<file path="src/rtl/rsa_pkg.sv">
// Shared types and helpers for the RSA modexp sequencer.
package rsa_pkg;

  typedef enum logic [2:0] {
    IDLE, LOAD, SQR_REQ, SQR_WAIT, MUL_REQ, MUL_WAIT, NEXT, FIN
  } state_t;

  localparam logic MUL_OP_SQR = 1'b0;
  localparam logic MUL_OP_MUL = 1'b1;

  // Index width for a value range 0..v-1; never narrower than 1 bit.
  function automatic int clog2(input int v);
    int r;
    for (r = 0; (1 << r) < v; r++) begin
    end
    return (r < 1) ? 1 : r;
  endfunction

endpackage

</file>
<file path="src/rtl/rsa_bit_scan.sv">
// Exponent shift register and bit index, scanned MSB-first.
// With RSA_SEQ_SKIP_LZ_EN it also tracks whether a 1 bit has been processed.
module rsa_bit_scan
  import rsa_pkg::*;
#(
  parameter int EXP_W = 6,
  localparam int IDX_W = clog2(EXP_W)
) (
  input  logic             clk,
  input  logic             rst,
  input  logic             load,
  input  logic [EXP_W-1:0] exp,
  input  logic             advance,
`ifdef RSA_SEQ_SKIP_LZ_EN
  input  logic             mark,
  output logic             first_one,
  output logic             nxt_first,
  output logic             in_lz,
  output logic             all_zero,
`endif
  output logic             cur_bit,
  output logic             last_bit,
  output logic [IDX_W-1:0] bit_idx
);

  logic [EXP_W-1:0] sh;

  always_ff @(posedge clk) begin
    if (rst) begin
      sh      <= '0;
      bit_idx <= IDX_W'(EXP_W - 1);
    end else if (load) begin
      sh      <= exp;
      bit_idx <= IDX_W'(EXP_W - 1);
    end else if (advance) begin
      sh      <= {sh[EXP_W-2:0], 1'b0};
      bit_idx <= bit_idx - 1'b1;
    end
  end

  assign cur_bit  = sh[EXP_W-1];
  assign last_bit = (bit_idx == '0);

`ifdef RSA_SEQ_SKIP_LZ_EN
  logic seen;

  // seen marks that the first multiply has been issued; leading zeros end there.
  always_ff @(posedge clk) begin
    if (rst || load) seen <= 1'b0;
    else if (mark)   seen <= 1'b1;
  end

  assign in_lz     = ~seen;
  assign first_one = cur_bit & ~seen;
  assign nxt_first = sh[EXP_W-2] & ~seen;
  assign all_zero  = (sh == '0);
`endif

endmodule

</file>
<file path="src/rtl/rsa_modexp_seq.sv">
// Left-to-right square-and-multiply sequencer driving the shared modmul.
// Define RSA_SEQ_SKIP_LZ_EN to skip leading-zero exponent bits.
module rsa_modexp_seq
  import rsa_pkg::*;
#(
  parameter int EXP_W = 6,
  parameter int CNT_W = 6,
  localparam int IDX_W = clog2(EXP_W)
) (
  input  logic             clk,
  input  logic             rst,
  input  logic             start,
  input  logic [EXP_W-1:0] exp,
  output logic             busy,
  output logic             done,
  output logic             acc_init,
  output logic             mul_start,
  output logic             mul_op,
  input  logic             mul_done,
  output logic [IDX_W-1:0] bit_idx,
  output logic [CNT_W-1:0] sqr_cnt,
  output logic [CNT_W-1:0] mul_cnt
);

  state_t state, nxt;
  logic   accept, cur_bit, last_bit, done_q;
`ifdef RSA_SEQ_SKIP_LZ_EN
  logic   first_one, nxt_first, in_lz, all_zero;
`endif

  assign busy   = (state != IDLE) && (state != FIN);
  assign accept = start && !busy;
  assign done   = done_q;

  rsa_bit_scan #(.EXP_W(EXP_W)) u_scan (
    .clk       (clk),
    .rst       (rst),
    .load      (accept),
    .exp       (exp),
    .advance   ((state == NEXT) && !last_bit),
`ifdef RSA_SEQ_SKIP_LZ_EN
    .mark      (state == MUL_REQ),
    .first_one (first_one),
    .nxt_first (nxt_first),
    .in_lz     (in_lz),
    .all_zero  (all_zero),
`endif
    .cur_bit   (cur_bit),
    .last_bit  (last_bit),
    .bit_idx   (bit_idx)
  );

  always_ff @(posedge clk) begin
    if (rst) state <= IDLE;
    else     state <= nxt;
  end

  always_comb begin
    nxt       = state;
    acc_init  = 1'b0;
    mul_start = 1'b0;
    mul_op    = MUL_OP_SQR;
    case (state)
      IDLE, FIN: nxt = accept ? LOAD : IDLE;
      LOAD: begin
        acc_init = 1'b1;
`ifdef RSA_SEQ_SKIP_LZ_EN
        if (all_zero)       nxt = FIN;
        else if (first_one) nxt = MUL_REQ;
        else                nxt = NEXT;
`else
        nxt = SQR_REQ;
`endif
      end
      SQR_REQ: begin
        mul_start = 1'b1;
        nxt       = SQR_WAIT;
      end
      SQR_WAIT: if (mul_done) nxt = cur_bit ? MUL_REQ : NEXT;
      MUL_REQ: begin
        mul_start = 1'b1;
        mul_op    = MUL_OP_MUL;
        nxt       = MUL_WAIT;
      end
      MUL_WAIT: if (mul_done) nxt = NEXT;
      NEXT: begin
        if (last_bit) nxt = FIN;
`ifdef RSA_SEQ_SKIP_LZ_EN
        // Still in the leading zeros: the first 1 gets a bare multiply.
        else if (nxt_first) nxt = MUL_REQ;
        else if (in_lz)     nxt = NEXT;
`endif
        else nxt = SQR_REQ;
      end
      default: nxt = IDLE;
    endcase
  end

  always_ff @(posedge clk) begin
    if (rst) begin
      done_q  <= 1'b0;
      sqr_cnt <= '0;
      mul_cnt <= '0;
    end else if (accept) begin
      done_q  <= 1'b0;
      sqr_cnt <= '0;
      mul_cnt <= '0;
    end else begin
      if (nxt == FIN) done_q <= 1'b1;
      if (state == SQR_REQ && sqr_cnt != '1) sqr_cnt <= sqr_cnt + 1'b1;
      if (state == MUL_REQ && mul_cnt != '1) mul_cnt <= mul_cnt + 1'b1;
    end
  end

endmodule

</file>
<file path="config.mk">
export PLATFORM = sky130hd
export DESIGN_NAME = rsa_modexp_seq
export DESIGN_NICKNAME = d
export VERILOG_FILES = /design/src/rtl/rsa_pkg.sv /design/src/rtl/rsa_bit_scan.sv /design/src/rtl/rsa_modexp_seq.sv
export SDC_FILE = /design/constraint.sdc
export NUM_CORES = 1
export LEC_CHECK = 0
export CAP_MARGIN = 20
export CORE_UTILIZATION = 45
export DETAILED_ROUTE_END_ITERATION = 12
export MAX_ROUTING_LAYER = met4
export PLACE_DENSITY = 0.78
export SLEW_MARGIN = 20
export SYNTH_ARGS = -nofsm -noshare
export SYNTH_HDL_FRONTEND = slang
export SYNTH_HIERARCHICAL = 1
export SYNTH_SLANG_ARGS = --single-unit
</file>
<file path="constraint.sdc">
create_clock -name clk -period 1.53 [get_ports clk]
set_input_delay 0.306 -clock clk [delete_from_list [all_inputs] [get_ports clk]]
set_output_delay 0.306 -clock clk [all_outputs]
set_load 0.02 [all_outputs]
</file>
* Word-level counts from Yosys, hierarchy flattened *
Cells that the tools add are included.
Widths: inputs -> output; s select.

cells by class
  add/subtract/negate cells = 3
  equal/unequal tests = 11
  mux-type cells = 11
  reduce and logical (&&, ||, !) cells = 14

operators by type and width
  kind                 count
  $pmux 3 s7           1
  $eq 3x3->1 const B   5
  $add 6x1->6 const B  2
  $mux 6               2
  $ne 6x6->1 const B   2
  $mux 3               3
  $eq 3x2->1 const B   2
  $logic_not 3->1      2
  $reduce_or 2->1      3
  $logic_and 1x1->1    5
  $mux 1               4
  $eq 3x1->1 const B   1
  $ne 3x3->1 const B   1
  $reduce_bool 3->1    1
  $sub 3x1->3 const B  1
  $logic_not 1->1      2
  $mux 2               1
  $reduce_bool 2->1    1

word-level totals
  flip-flop bits (word level) = 25
  input port bits = 10
  output and inout bits = 20
  logic and storage cells = 45

* Longest topological paths before layout *
Gate-level depths: netlist of the first run.

  word-level depth = 7
  mapped depth = 7

* Cells and area by module *
Netlist of the first run, hierarchy kept.

modules (own cells, without submodules)
  module          times used  cells an instance  area an instance (sq um)  seq. area each (sq um)
  rsa_modexp_seq  1           106                1003.5                    320.3
  rsa_bit_scan    1           43                 444.2                     180.2

* Worst setup path after synthesis of the first run *
No wires, ideal clock.

  path kind = flip-flop to flip-flop
  start = register u_scan.bit_idx[0]
  end = register u_scan.bit_idx[1]
  setup time = 0.103 ns
  arrival time = 1.695 ns
  required time = 1.427 ns
  setup slack = -0.269 ns
  stages on the path, launching flop included = 8
  path buffers = 1
  cell sequence = dfxtp_1 > inv_1 > ha_1 > ha_1 > nor4_1 > buf_6 > nor2_1 > a2111oi_2

on the way
  longest elaborated chain between the ends = 3

RTL lines
  item                    RTL line              text
  from (decl)             rsa_bit_scan.sv:23    output logic [IDX_W-1:0] bit_idx
  from (signal assigned)  rsa_bit_scan.sv:31    bit_idx <= IDX_W'(EXP_W - 1);
  from (signal assigned)  rsa_bit_scan.sv:34    bit_idx <= IDX_W'(EXP_W - 1);
  from (signal assigned)  rsa_bit_scan.sv:37    bit_idx <= bit_idx - 1'b1;
  $logic_not 3->1         rsa_bit_scan.sv:42    assign last_bit = (bit_idx == '0);
  named net last_bit      rsa_modexp_seq.sv:26  logic accept, cur_bit, last_bit, done_q;
  $logic_not 1->1         rsa_modexp_seq.sv:40  .advance ((state == NEXT) && !last_bit),
  $logic_and 1x1->1       rsa_modexp_seq.sv:40

The timed path passes the listed nets, and every way through them passes these cells.
A chain may end at the register's enable or synchronous reset.

* Worst setup path after layout of the first run *
  start = register u_scan.bit_idx[1]
  end = register u_scan.sh[3]

on the way
  longest elaborated chain between the ends = 4

RTL lines
  item                         RTL line              text
  $logic_not 3->1              rsa_bit_scan.sv:42
  named net last_bit           rsa_modexp_seq.sv:26
  $logic_not 1->1              rsa_modexp_seq.sv:40
  $logic_and 1x1->1            rsa_modexp_seq.sv:40
  $reduce_bool 2->1 (no line)  --
  to (signal assigned)         rsa_bit_scan.sv:33    sh <= exp;
  to (signal assigned)         rsa_bit_scan.sv:36    sh <= {sh[EXP_W-2:0], 1'b0};
  to (decl)                    rsa_bit_scan.sv:26    logic [EXP_W-1:0] sh;

The timed path passes the listed nets, and every way through them passes these cells.

==> results.txt, run 1 <==
placed insts -> 239
hold depth -> 2
failing checks -> setup timing
total power -> 1331 uW
DP HPWL -> 2.578 mm
# DRC -> 0
crit path kind -> reg -> reg
Most common cell on crit path -> ha_4
critical path cell sequence -> inv_2 -> ha_4 -> ha_4 -> nor4_4 -> buf_6 -> mux2i_2 -> a211oi_2
Comb pwr share -> 0.254
CTS Buffer Depth -> 2
number of H-tree levels -> 1
achievable frequency -> 0.6031 GHz
Clock Latency Late Sink -> 0.32 ns
Tightest Hold Check Type -> reg -> reg
design area -> 0.002210 mm2
Mapped Area -> 0.001448 mm2
Required @ worst endpoint -> 1.75 ns
CP max stage delay -> 0.37 ns
VDD IR max -> 0.6561 mV
final period utilization -> 1.084
min Tclk post-route -> 1.658 ns
Post-synth EDFFs -> 0
worst clock skew -> 0.001321 ns
Synth async-reset ratio -> 0
Final GP Congestion -> 0.8800
ANT cells -> 0
yosys warns -> 6
synthesized area per cell -> 9.716 um2
hold_sp -> done
remaining antenna violation count after routing -> 0
area leader, netlist -> dfxtp_1
most frequent cells in the layout -> 21 x buf_4, 19 x dfxtp_1, 16 x dlygate4sd2_1, 14 x buf_6
vias in the first global route -> 1301
RSZ-0062 raised after global routing -> true
Num CTS Buffers -> 3
Syn Nets -> 163
CTS root buffer -> clkbuf_4
core footprint -> 0.003053 mm2
RR Endpoint -> u_scan/sh[3]
Net Sw Power -> 379.3 uW
Worst path slowest cell -> dfxtp_4
share of the synthesized area in the top cell type -> 0.3457
fin worst setup slack -> -0.1280 ns
DR WL/cell -> 14.54 um
crit path DAT -> 1.88 ns
Clock Power Share -> 0.225
fill count -> 232
maximum capacitance violations -> 0
die width -> 58.72 um
Pre-Repair DR Iteration Count -> 4
share of cells above drive strength 1 -> 0.4320
commonest non-fill, non-tap cell in the layout -> buf_4
antenna violations before repair -> 0
Synth Flop Type -> dfxtp_1
outcome -> complete, but fails checks
Sw Ratio -> 0.2849
Final Util -> 0.7238
final setup violating endpoints -> 9
CTS tree -> done
first-pass GRT wire length -> 5.727 mm
CTS Hold Bufs -> 0
clock transition at the registers of the reported paths -> 0.13 ns
CP Max Fanout -> 5
clock sink total -> 25
DRT iter0 DRCs -> 74
Cells after Synth -> 149
Starting Density -> 0.4742
FF-to-FF Start -> u_scan/bit_idx[1]
Slew HR -> 0.7834
Core Rows -> 20
NumNets Final -> 221
top cells by area, synth -> dfxtp_1 35%, mux2i_1 6.9%, a211oi_1 3.6%
CP endpoint kind -> flip-flop
Cell Int Power -> 951.9 uW
largest net degree at the start of global routing -> 14
Die Y -> 58.72 um
measured slew at the worst slew-check pin -> 0.3219 ns
Slew Viols, Final -> 0
grt ovf -> 0
P per Cell Area -> 602.5 mW/mm2
Die Area -> 0.003448 mm2
sequential area share after synthesis -> 0.3457
gr usage total -> 0.2217
Worst Setup Start Kind -> flip-flop
r2r setup slk -> -0.13 ns
#FFs+latches synth -> 25
Yosys cell types -> 46
Final Non-Filler Cells -> 250
area delta synth->final -> 52.64%
IO Pins -> 30
IO buf count -> 29
via count -> 1393
dpl cell area -> 0.001976 mm2
hold path endpoint -> done
Detailed Route WL -> 3.635 mm
R2R depth -> 7
Seq pwr share -> 0.521
leakage power -> 0.0008853 uW
vias per std cell -> 5.572
Fin. Hold Viols -> 0
## kinds of logic after synthesis
kind of cell | after synthesis | synth area share
buffers and inverters | 17 | 0.06482
muxes | 10 | 0.06915
and+or+nand+nor | 58 | 0.2870
adders and majority gates | 5 | 0.04149
DFF | 25 | 0.3457
AOI/OAI and AO/OA | 33 | 0.1858
xor gates and xnor gates | 1 | 0.006051
## layout make-up
cell class | count | area, um2 | share of cell area
multi-input combinational | 108 | 1026 | 0.4643
timing repair buffer | 60 | 545.5 | 0.2469
sequential | 25 | 515.5 | 0.2333
tap | 44 | 55.05 | 0.02492
inverter | 9 | 41.29 | 0.01869
clock buffer | 4 | 26.28 | 0.01189
## synthesized netlist by cell type (3+ instances only)
master / number
nor2_1: 7
inv_1: 8
ha_1: 4
nor2b_1: 4
mux2i_1: 10
a211oi_1: 7
dfxtp_1: 25
nor4_1: 3
nor2b_2: 5
nand4b_1: 6
nand2_1: 6
and3_1: 6
a21oi_1: 9
nand3_1: 4
## layer usage
metal	GRT usage	vias up	part of all wire
met5	-	-	0
met4	0.05442	0	0.0088
met3	0.03956	6	0.040
met2	0.4042	35	0.53
met1	0.2483	672	0.42
li1	-	680	-
## power by group through the flow
stage          clock network [uW]  registers [uW]  logic [uW]
4_1_cts                       310             693         297
5_1_grt                       339             697         360
6_report                      299             694         338
2_1_floorplan                   0             703         159
3_3_place_gp                    0             702         258
3_5_place_dp                    0             704         267
## worst max-delay path by stage
stage | start | end | cells past startpoint
6_report | u_scan/bit_idx[1] | u_scan/sh[3] | 7
4_1_cts | u_scan/bit_idx[1] | u_scan/sh[3] | 7
2_1_floorplan | u_scan/bit_idx[1] | u_scan/bit_idx[1] | 7
3_3_place_gp | start | u_scan/sh[3] | 5
5_1_grt | u_scan/bit_idx[1] | u_scan/sh[3] | 7
3_5_place_dp | start | u_scan/sh[3] | 5
## critical path: cells and delay by family (launching register included)
| family | cells | cell delay (ns) |
|---|---|---|
| flops | 1 | 0.37 |
| compound gates | 1 | 0.09 |
| simple gates | 1 | 0.30 |
| fa+ha+maj | 2 | 0.32 |
| mux | 1 | 0.25 |
| buf+inv | 2 | 0.23 |
## flip-flops by register name, indices dropped and copies added (netlist names)
register	count
u_scan/bit_idx	3
u_scan/sh	6
mul_cnt	6
done	1
sqr_cnt	6
state	3
## per-stage QoR
step / hold WS (ns) / setup WS, ns / TNS [ns]
3_5_place_dp: 0.4849 / -0.4637 / -8.545
6_report: 0.5212 / -0.1280 / -0.7556
5_1_grt: 0.5431 / -0.1790 / -1.617
3_3_place_gp: 0.4623 / -0.3883 / -7.477
2_1_floorplan: 0.4487 / -0.05836 / -0.2465
4_1_cts: 0.5080 / -0.1269 / -0.7424
## repair_timing
action                     4_1_cts  5_1_grt
pin swaps                        5       12
setup endpoints to repair       40       26
gates cloned                     2        0
setup buffers                    3        2
resized for setup               60       22
No activity file was read; power rests on OpenSTA's default activity.
==> run 2: changes to the inputs <==
--- a/config.mk
+++ b/config.mk
@@ -10,6 +10,7 @@
 export DETAILED_ROUTE_END_ITERATION = 12
 export MAX_ROUTING_LAYER = met4
 export PLACE_DENSITY = 0.78
+export SETUP_SLACK_MARGIN = 0.5
 export SLEW_MARGIN = 20
 export SYNTH_ARGS = -nofsm -noshare
 export SYNTH_HDL_FRONTEND = slang
==> run 2 against run 1 <==
Net effect: largest cell class unchanged; sequential power shrank 1%; die area is the same; first-iteration DRC count grew 51%; the flow still finishes with violations (setup timing); cell count grew 8.4%; flip-flop and latch count is the same; register-to-register slack lost 0.04 ns; largest power group unchanged; non-clock buffer count grew 20.
==> results.txt, run 2 (synthesized netlist as in run 1, its figures left out) <==
share of cells above drive strength 1 -> 0.6520 (+0.2199)
Final GP Congestion -> 0.8152 (-7.4%)
Num CTS Buffers -> 3 (unchanged)
ANT cells -> 0 (unchanged)
Worst Setup Start Kind -> flip-flop
critical path cell sequence -> inv_2 -> ha_4 -> ha_4 -> nor4_4 -> buf_4 -> clkbuf_16 -> buf_6 -> or3b_4 -> a21oi_2
# DRC -> 0 (unchanged)
most frequent cells in the layout -> 36 x buf_4, 31 x buf_6, 10 x dfxtp_4, 9 x dfxtp_2, 9 x clkdlybuf4s50_1
grt ovf -> 0 (unchanged)
NumNets Final -> 242 (+9.5%)
worst hold slack -> 0.5417 ns (+0.02047 ns)
CP max stage delay -> 0.37 ns (about the same)
gr usage total -> 0.2700 (+0.04831)
final setup violating endpoints -> 19 (+10)
failing checks -> setup timing
Slew Viols, Final -> 0 (unchanged)
RSZ-0062 raised after global routing -> true
measured slew at the worst slew-check pin -> 0.3250 ns (+0.003162 ns)
Detailed Route WL -> 4.716 mm (+30%)
Die Y -> 58.72 um (unchanged)
Most common cell on crit path -> ha_4
Slew HR -> 0.7826 (-0.0008080)
commonest non-fill, non-tap cell in the layout -> buf_4
area delta synth->final -> 75.80%
die width -> 58.72 um (unchanged)
maximum capacitance violations -> 0 (unchanged)
hold_sp -> exp[0]
crit path kind -> reg -> reg
Register Area -> 549.3 um2 (+6.6%)
fill count -> 179 (-23%)
R2R depth -> 9 (+2)
leakage power -> 0.001002 uW (+13%)
Tightest Hold Check Type -> in -> reg
CTS Hold Bufs -> 0 (unchanged)
fin worst setup slack -> -0.1662 ns (-0.03821 ns)
Fin. Hold Viols -> 0 (unchanged)
core footprint -> 0.003053 mm2 (unchanged)
number of H-tree levels -> 1 (unchanged)
r2r setup slk -> -0.17 ns (-0.04 ns)
Final Util -> 0.8336 (+0.1098)
hold path endpoint -> u_scan/sh[0]
CTS tree -> done
CTS root buffer -> clkbuf_4
clock sink total -> 25 (unchanged)
Clock Latency Late Sink -> 0.34 ns (+0.02 ns)
RR Endpoint -> u_scan/sh[0]
largest net degree at the start of global routing -> 15 (+1)
achievable frequency -> 0.5895 GHz (-2.3%)
Die Area -> 0.003448 mm2 (unchanged)
DRT iter0 DRCs -> 112 (+51%)
remaining antenna violation count after routing -> 0 (unchanged)
antenna violations before repair -> 0 (unchanged)
CP endpoint kind -> flip-flop
outcome -> complete, but fails checks
vias per std cell -> 5.653 (+1.5%)
VDD IR max -> 0.5773 mV (-12%)
FF-to-FF Start -> u_scan/bit_idx[0]
crit path DAT -> 1.96 ns (+0.08 ns)
P per Cell Area -> 545.0 mW/mm2 (-9.5%)
IO buf count -> 29 (unchanged)
worst clock skew -> 0.01947 ns (+0.01815 ns)
Multi-input gate area -> 0.001077 mm2 (+5.0%)
first-pass GRT wire length -> 6.810 mm (+19%)
biggest regs -> mul_cnt (6), sqr_cnt (6), u_scan/sh (6)
DP HPWL -> 2.610 mm (+1.2%)
dpl cell area -> 0.002042 mm2 (+3.4%)
via count -> 1532 (+10%)
Worst path slowest cell -> dfxtp_4
DR WL/cell -> 17.40 um (+20%)
IO Pins -> 30 (unchanged)
Starting Density -> 0.4742 (unchanged)
final period utilization -> 1.109 (+0.02498)
Pre-Repair DR Iteration Count -> 4 (unchanged)
Required @ worst endpoint -> 1.80 ns (+0.05 ns)
design area -> 0.002545 mm2 (+15%)
clock transition at the registers of the reported paths -> 0.13 ns (about the same)
CP Max Fanout -> 4 (-1)
Core Rows -> 20 (unchanged)
total power -> 1387 uW (+4.2%)
worst slack, placed -> -0.3567 ns (+0.1070 ns)
CTS Buffer Depth -> 2 (unchanged)
vias in the first global route -> 1484 (+14%)
hold depth -> 3 (+1)
min Tclk post-route -> 1.696 ns (+0.03821 ns)
run 2: cell count changes in the layout (fill, tap and decap cells not counted), moves of 6 or more:
cell	delta
buf_6	+17
dfxtp_4	+7
buf_4	+15
dfxtp_1	-13
dfxtp_2	+6
dlygate4sd2_1	-16
run 2: power by group:
part / internal (uW) / switching (uW) / leakage [uW]
sequential: 661 / 25.1 / 0.000214
clock: 98.3 / 211 / 0.0000177
combinational: 209 / 183 / 0.000771
run 2: what timing repair did:
item,4_1_cts,5_1_grt
setup buffers,21,6
cloned,3,1
endpoints found under the setup margin,45,45
pin swaps,5,11
resized for setup,161,18
run 2: through the flow:
step | std cells | TNS, ns
4_1_cts | 264 | -0.6650
6_report | 271 | -1.534
5_1_grt | 271 | -2.584
3_5_place_dp | 236 | -6.868
3_3_place_gp | 236 | -6.024
2_1_floorplan | 149 | -0.2562
run 2: final cells by class:
| cell class | count | share of cell area |
|---|---|---|
| clock buffer | 3 | 0.008850 |
| clock inverter | 1 | 0.001967 |
| inverter | 9 | 0.02016 |
| multi-input combinational | 109 | 0.4233 |
| sequential | 25 | 0.2158 |
| tap | 44 | 0.02163 |
| timing repair buffer | 80 | 0.3083 |
run 2: worst max-delay path by stage:
stage                            startpoint           endpoint  slack, ns  depth (start not counted)
after CTS                          state[2]          mul_start      -0.11                          3
after floorplan           u_scan/bit_idx[1]  u_scan/bit_idx[1]      -0.06                          7
after global routing      u_scan/bit_idx[0]       u_scan/sh[0]      -0.20                          9
after detailed placement              start       u_scan/sh[4]      -0.36                          5
final                     u_scan/bit_idx[0]       u_scan/sh[0]      -0.17                          9
after global placement                start       u_scan/sh[4]      -0.30                          5
run 2: routing by layer:
layer | vias up | global-route usage | part of all wire | wire (um)
met5 | - | - | 0 | 0
li1 | 726 | - | - | -
met1 | 747 | 0.2816 | 0.39 | 1820
met4 | 0 | 0.08503 | 0.018 | 85
met3 | 9 | 0.05934 | 0.034 | 160
met2 | 50 | 0.5000 | 0.56 | 2650
run 2: worst max-delay path, delay by kind of cell (launching register included):
| family | cells | cell delay (ns) |
|---|---|---|
| buf+inv | 4 | 0.48 |
| flops | 1 | 0.37 |
| simple gates | 2 | 0.41 |
| compound gates | 1 | 0.11 |
| fa+ha+maj | 2 | 0.28 |
==> run 3: changes to the inputs <==
--- a/config.mk
+++ b/config.mk
@@ -8,6 +8,7 @@
 export CAP_MARGIN = 20
 export CORE_UTILIZATION = 45
 export DETAILED_ROUTE_END_ITERATION = 12
+export GPL_ROUTABILITY_DRIVEN = 0
 export MAX_ROUTING_LAYER = met4
 export PLACE_DENSITY = 0.78
 export SETUP_SLACK_MARGIN = 0.5
==> results of run 3 <==
Final layout, timing and power as in run 2 (identical DEF).
